File: src/rtl/bcd_display_scanner_pkg.sv
// Shared definitions for the BCD display scanner: conversion FSM states,
// BCD nibble constants and a constant-evaluation power-of-ten helper.
package bcd_display_scanner_pkg;

  localparam int BCD_W = 4;

  // Code driven on bcd_digit while a leading-zero slot is blanked.
  localparam logic [BCD_W-1:0] BLANK_CODE = 4'd0;

  // Double-dabble correction: a nibble of 5 or more gets 3 added before the shift.
  localparam logic [BCD_W-1:0] DD_THRESH = 4'd5;
  localparam logic [BCD_W-1:0] DD_ADD    = 4'd3;

  typedef enum logic [1:0] {
    ST_IDLE  = 2'd0,
    ST_SHIFT = 2'd1,
    ST_DONE  = 2'd2
  } state_t;

  // 10**n, evaluated at elaboration to derive the saturation value.
  function automatic longint unsigned pow10(input int n);
    longint unsigned p;
    p = 1;
    for (int i = 0; i < n; i++) p = p * 10;
    return p;
  endfunction

endpackage

File: src/rtl/bcd_display_scanner_bin2bcd_dd.sv
// Iterative double-dabble core: one add-3/shift iteration per clock,
// exactly BIN_W iterations after start, no early exit.
module bin2bcd_dd
  import bcd_display_scanner_pkg::*;
#(
  parameter int BIN_W  = 14,
  parameter int DIGITS = 4
) (
  input  logic                      clk,
  input  logic                      rst_n,
  input  logic                      start,
  input  logic [BIN_W-1:0]          bin,
  output logic                      busy,
  output logic                      done,
  output logic [BCD_W*DIGITS-1:0]   bcd
);

  localparam int BCD_BITS = BCD_W * DIGITS;
  localparam int SR_W     = BCD_BITS + BIN_W;
  localparam int CNT_W    = $clog2(BIN_W + 1);
  localparam logic [CNT_W-1:0] LAST_ITER = CNT_W'(BIN_W - 1);

  logic [SR_W-1:0]  sr_q;
  logic [SR_W-1:0]  sr_adj;
  logic [CNT_W-1:0] iter_q;
  logic             busy_q;

  // Add-3 correction applied to every BCD nibble ahead of the shift.
  always_comb begin
    // NOTE: every combinational output gets a default first, so no path leaves it unassigned (no latch).
    sr_adj = sr_q;
    for (int i = 0; i < DIGITS; i++) begin
      if (sr_q[BIN_W + BCD_W*i +: BCD_W] >= DD_THRESH)
        sr_adj[BIN_W + BCD_W*i +: BCD_W] = sr_q[BIN_W + BCD_W*i +: BCD_W] + DD_ADD;
    end
  end

  // Shift register and iteration counter; start reloads and restarts the conversion.
  always_ff @(posedge clk or negedge rst_n) begin
    // NOTE: sequential state uses non-blocking assignment so all registers update from pre-edge values.
    if (!rst_n) begin
      sr_q   <= '0;
      iter_q <= '0;
      busy_q <= 1'b0;
    end else if (start) begin
      sr_q   <= SR_W'(bin);
      iter_q <= '0;
      busy_q <= 1'b1;
    end else if (busy_q) begin
      // The top bit shifted out is always 0 for an in-range operand.
      sr_q   <= {sr_adj[SR_W-2:0], 1'b0};
      iter_q <= iter_q + CNT_W'(1);
      if (iter_q == LAST_ITER) busy_q <= 1'b0;
    end
  end

  assign busy = busy_q;
  // High during the cycle whose closing edge performs the final iteration.
  assign done = busy_q && (iter_q == LAST_ITER);
  assign bcd  = sr_q[SR_W-1 -: BCD_BITS];

endmodule

File: src/rtl/bcd_display_scanner.sv
// Binary-to-BCD display scanner: accepts a value over valid/ready, saturates it,
// converts it with the double-dabble core and time-multiplexes the digits
// onto bcd_digit / digit_sel with optional leading-zero blanking.
module bcd_display_scanner
  import bcd_display_scanner_pkg::*;
#(
  parameter int BIN_W    = 14,
  parameter int DIGITS   = 4,
  parameter int SCAN_DIV = 50000,
  parameter int LZ_BLANK = 1
) (
  input  logic              clk,
  input  logic              rst_n,
  input  logic [BIN_W-1:0]  bin_in,
  input  logic              bin_valid,
  output logic              bin_ready,
  output logic [3:0]        bcd_digit,
  output logic [DIGITS-1:0] digit_sel,
  output logic              ovf,
  output logic              done
);

  localparam int BCD_BITS = BCD_W * DIGITS;
  localparam int IDX_W    = (DIGITS > 1) ? $clog2(DIGITS) : 1;
  localparam int PS_W     = $clog2(SCAN_DIV);
  localparam logic [BIN_W-1:0] SAT_VAL  = BIN_W'(pow10(DIGITS) - 1);
  localparam logic [PS_W-1:0]  PS_LAST  = PS_W'(SCAN_DIV - 1);
  localparam logic [IDX_W-1:0] IDX_LAST = IDX_W'(DIGITS - 1);

  state_t              state_q, state_d;
  logic                accept, load_display, sat_in, sat_q;
  logic                core_busy, core_done;
  logic [BIN_W-1:0]    core_bin;
  logic [BCD_BITS-1:0] core_bcd, display_q, display_d;
  logic [PS_W-1:0]     presc_q;
  logic [IDX_W-1:0]    idx_q, idx_d;
  logic [DIGITS-1:0]   blank_vec;
  logic                all_zero_above;

  // Out-of-range inputs are replaced by the all-nines value before conversion.
  assign sat_in   = (bin_in > SAT_VAL);
  assign core_bin = sat_in ? SAT_VAL : bin_in;

  bin2bcd_dd #(
    .BIN_W  (BIN_W),
    .DIGITS (DIGITS)
  ) u_dd (
    .clk   (clk),
    .rst_n (rst_n),
    .start (accept),
    .bin   (core_bin),
    .busy  (core_busy),
    .done  (core_done),
    .bcd   (core_bcd)
  );

  // Conversion FSM state register.
  always_ff @(posedge clk or negedge rst_n) begin
    if (!rst_n) state_q <= ST_IDLE;
    else        state_q <= state_d;
  end

  // Conversion FSM next-state logic; a core that is no longer busy never stalls SHIFT.
  always_comb begin
    state_d = state_q;
    case (state_q)
      ST_IDLE:  if (bin_valid) state_d = ST_SHIFT;
      ST_SHIFT: if (core_done || !core_busy) state_d = ST_DONE;
      ST_DONE:  state_d = ST_IDLE;
      default:  state_d = ST_IDLE;
    endcase
  end

  // Conversion FSM outputs.
  always_comb begin
    bin_ready    = (state_q == ST_IDLE);
    accept       = bin_valid && (state_q == ST_IDLE);
    load_display = (state_q == ST_DONE);
  end

  // Saturation flag, display latch and done pulse; the display only changes in DONE.
  always_ff @(posedge clk or negedge rst_n) begin
    if (!rst_n) begin
      sat_q     <= 1'b0;
      display_q <= '0;
      ovf       <= 1'b0;
      done      <= 1'b0;
    end else begin
      done <= load_display;
      if (accept) sat_q <= sat_in;
      if (load_display) begin
        display_q <= core_bcd;
        ovf       <= sat_q;
      end
    end
  end

  // Scan position after this edge, so registered outputs track the live index and display.
  always_comb begin
    idx_d = idx_q;
    if (presc_q == PS_LAST) idx_d = (idx_q == IDX_LAST) ? '0 : idx_q + IDX_W'(1);
  end

  assign display_d = load_display ? core_bcd : display_q;

  // Leading-zero blank map: digit i>0 blanks when it and every higher nibble are zero.
  always_comb begin
    blank_vec      = '0;
    all_zero_above = 1'b1;
    for (int i = DIGITS - 1; i > 0; i--) begin
      all_zero_above = all_zero_above && (display_d[BCD_W*i +: BCD_W] == '0);
      blank_vec[i]   = (LZ_BLANK != 0) && all_zero_above;
    end
  end

  // Free-running prescaler and digit index.
  always_ff @(posedge clk or negedge rst_n) begin
    if (!rst_n) begin
      presc_q <= '0;
      idx_q   <= '0;
    end else begin
      presc_q <= (presc_q == PS_LAST) ? '0 : presc_q + PS_W'(1);
      idx_q   <= idx_d;
    end
  end

  // Registered digit and select, both updated on the same edge.
  always_ff @(posedge clk or negedge rst_n) begin
    if (!rst_n) begin
      bcd_digit <= 4'd0;
      digit_sel <= DIGITS'(1);
    end else if (blank_vec[idx_d]) begin
      bcd_digit <= BLANK_CODE;
      digit_sel <= '0;
    end else begin
      bcd_digit <= display_d[BCD_W*idx_d +: BCD_W];
      digit_sel <= DIGITS'(1) << idx_d;
    end
  end

endmodule
File: config.mk
export PLATFORM = sky130hd
export DESIGN_NAME = bcd_display_scanner
export DESIGN_NICKNAME = d
export VERILOG_FILES = /design/src/rtl/bcd_display_scanner_pkg.sv /design/src/rtl/bcd_display_scanner_bin2bcd_dd.sv /design/src/rtl/bcd_display_scanner.sv
export SDC_FILE = /design/constraint.sdc
export NUM_CORES = 1
export LEC_CHECK = 0
export CORE_MARGIN = 2
export CORE_UTILIZATION = 53
export CTS_CLUSTER_DIAMETER = 30
export DETAILED_ROUTE_END_ITERATION = 10
export PLACE_DENSITY = 0.72
export SLEW_MARGIN = 30
export SYNTH_ARGS = -nofsm -noshare
export SYNTH_HDL_FRONTEND = slang
export SYNTH_SLANG_ARGS = --single-unit
File: constraint.sdc
create_clock -name clk -period 2.1 [get_ports clk]
set_clock_uncertainty 0.2 [all_clocks]
set_input_delay 0.21 -clock clk [delete_from_list [all_inputs] [get_ports clk]]
set_output_delay 0.21 -clock clk [all_outputs]
set_load 0.05 [all_outputs]
==> flow_metrics.py <==
metrics = {
    "run_status": {
        "outcome": "complete, no violations",
    },
    "worst_setup_path": {
        "regToRegStartpoint": "presc_q[0]",
        "r2r_slack_ns": 0.03,
        "rr_worst_depth": 6,
        "critPathLaunch": "presc_q[0]",
        "crit_arrival_ns": 2.08,
        "crit_path_end_kind": "register",
        "startpoint_type": "register",
        "r2r-end": "bcd_digit[2]",
        "cp_max_fo": 6,
        "crit_end": "bcd_digit[2]",
        "crit_type": "register to register",
        "worstPathRequired_ns": 2.12,
    },
    "placed_design": {
        "place_hpwl_um": 5170,
        "place_area_um2": 4350,
        "place_inst": 509,
        "io_buffer_count": 27,
        "gp_congestion": 0.785,
        "dp_slack_ns": 0.0936,
    },
    "sta": {
        "finalHoldViolations": 0,
        "slew_violations": 0,
        "min_period_over_period": 0.984,
        "hold_slack_ns": 0.153,
        "setup_viol": 0,
        "fin_ws_ns": 0.0336,
        "relSlewSlack": 0.663,
        "fmaxAchievable_ghz": 0.484,
        "period_minus_slack_ns": 2.07,
        "max_slew.worst_pin.slew_ns": 0.504,
        "setup_tns_ns": 0,
    },
    "floorplanning": {
        "coreArea_um2": 7210,
        "dieArea_um2": 8140,
        "fp-row-count": 31,
        "die_h_um": 90.2,
        "ios": 28,
        "start_util": 0.546,
        "die_x_um": 90.2,
    },
    "synthesis": {
        "synthCells": 392,
        "async_flop_share": 1.00,
        "syn_nets": 421,
        "syn_avg_cell_area_um2": 10.0,
        "synth-seq-area-share": 0.521,
        "syn_area_um2": 3940,
        "synth_edf_count": 0,
        "ys_types": 39,
        "synthFlopType": "dfrtp_1",
        "yosys_warnings": 0,
        "ys_ff_latch": 82,
    },
    "routing": {
        "wl_um": 7500,
        "drt-initial-drc-count": 115,
        "via_per_inst": 5.31,
        "drt-wirelength-per-cell_um": 14.2,
        "antenna_left": 0,
        "dr.pass1.iters": 5,
        "vias": 2805,
        "drc": 0,
    },
    "worst_hold_path": {
        "hold_class": "input port to async pin",
    },
    "global_routing": {
        "antenna_found_initial": 0,
        "grt_overflow": 0,
        "grt_start_max_net_pins": 50,
        "grt_pass1_wl_um": 12700,
        "track_usage": 0.192,
        "grt_pass1_vias": 2722,
    },
    "power_and_ir_drop": {
        "powerDensity_nw_per_um2": 1280,
        "vdd_drop_max_mv": 0.896,
        "p_leak_nw": 2.23,
        "finalPower_mw": 5.94,
    },
    "clock_network": {
        "cts_buffers": 9,
        "clkSinkCount": 82,
        "cts_tree": "built",
        "clkTransAtPathRegs_ns": 0.09,
        "cts_buffer_depth": 2,
        "clk_latency_ns": 0.35,
        "root_buffer": "clkbuf_8",
        "h-tree-depth": 3,
    },
    "flow_run": {
        "drv_cap": 0,
    },
    "finish": {
        "stdcell_area_um2": 4650,
        "num_antenna_cells": 0,
        "final_cell_mix": "81 x dfrtp_1, 66 x nand2_1, 29 x mux2i_1",
        "drive_gt1_frac": 0.0909,
        "instances_no_fill": 528,
        "layout_commonest_cell": "dfrtp_1",
        "nNetsFinal": 453,
        "area_delta_synth_final_pct": 18.0,
        "final_util": 0.644,
    },
}
==> synthesized netlist by cell type (2+ instances only) <==
cell       n  share of area
nand3b_1   2         0.0038
and2_1     2         0.0032
o22ai_1    4         0.0064
a21oi_1   22          0.028
and4bb_2   2         0.0064
nor4_1     6         0.0095
mux2i_1   30          0.076
or3_1      2         0.0032
xnor2_1   16          0.036
o211ai_1   2         0.0038
xor2_1     7          0.016
nand3_1   16          0.020
nor3_1    13          0.017
and3_1     3         0.0048
nor2_1    29          0.028
a211oi_1   3         0.0057
clkbuf_1  15          0.014
and4_1     2         0.0044
o21ai_0   20          0.025
inv_1     15          0.014
a21o_1     2         0.0038
dfrtp_1   81           0.51
nand2b_1   6         0.0095
nand2_1   66          0.063
ha_1      12          0.038
==> final cells by class <==
type,count,area (um^2)
multi-input cells,278,1770
clock buffers,9,124
flip-flops and latches,82,2050
repair buffers,38,375
well taps,99,124
fillers,618,2570
clock inverters,7,141
inverters,15,56.3
==> repair_timing <==
action                                 in CTS  in global routing
endpoints found under the hold margin      33                  0
setup endpoints to repair                   0                  2
hold buffers                                1                  0
resized for setup                           0                  2
setup buffers                               0                  1
==> worst max-delay path, stage by stage (launching register included) <==
cell,delay [ns]
dfrtp_1,0.41
ha_1,0.22
and3_1,0.23
nand4_4,0.16
mux2_4,0.38
mux2i_1,0.23
mux2i_1,0.12
==> power breakdown <==
group | internal (mW) | leakage (nW) | switching, mW | total (mW)
logic | 0.874 | 1.05 | 1.14 | 2.02
registers | 2.06 | 1.05 | 0.374 | 2.43
clock network | 0.910 | 0.129 | 0.581 | 1.49
total | 3.84 | 2.23 | 2.10 | 5.94
==> per-layer routing <==
layer  routed length (um)  GRT usage  share of wire
met1                 3720      0.272           0.50
met5                    0          0              0
met2                 3470      0.298           0.46
met3                  221     0.0327          0.029
met4                   92     0.0718          0.012
==> flip-flops by register name, summed over array words and instances, names as in the netlist <==
register	count
ovf	1
u_dd.sr_q	30
display_q	16
state_q	2
bcd_digit	4
done	1
idx_q	2
digit_sel	4
presc_q	16
u_dd.busy	1
u_dd.iter_q	4
sat_q	1
==> how the worst min path moves through the flow <==
stage                    endpoint  slack (ns)  cells after the start
global route        u_dd.sr_q[28]        0.21                      2
finish              display_q[14]        0.15                      2
detailed placement   digit_sel[3]      -0.006                      1
global placement    display_q[14]       -0.01                      1
floorplan            bcd_digit[0]       -0.29                      0
CTS                 u_dd.sr_q[28]        0.16                      2
==> cells by family after synthesis <==
kind of cell	after synthesis	share of synthesized area
adders and majority gates	12	0.0381
buffers and inverters	33	0.0337
AOI/OAI and AO/OA	54	0.0753
DFF	82	0.521
muxes	32	0.0858
xor gates and xnor gates	23	0.0511
and+or+nand+nor	156	0.195
Note: power is estimated with default switching activity, not from simulation.
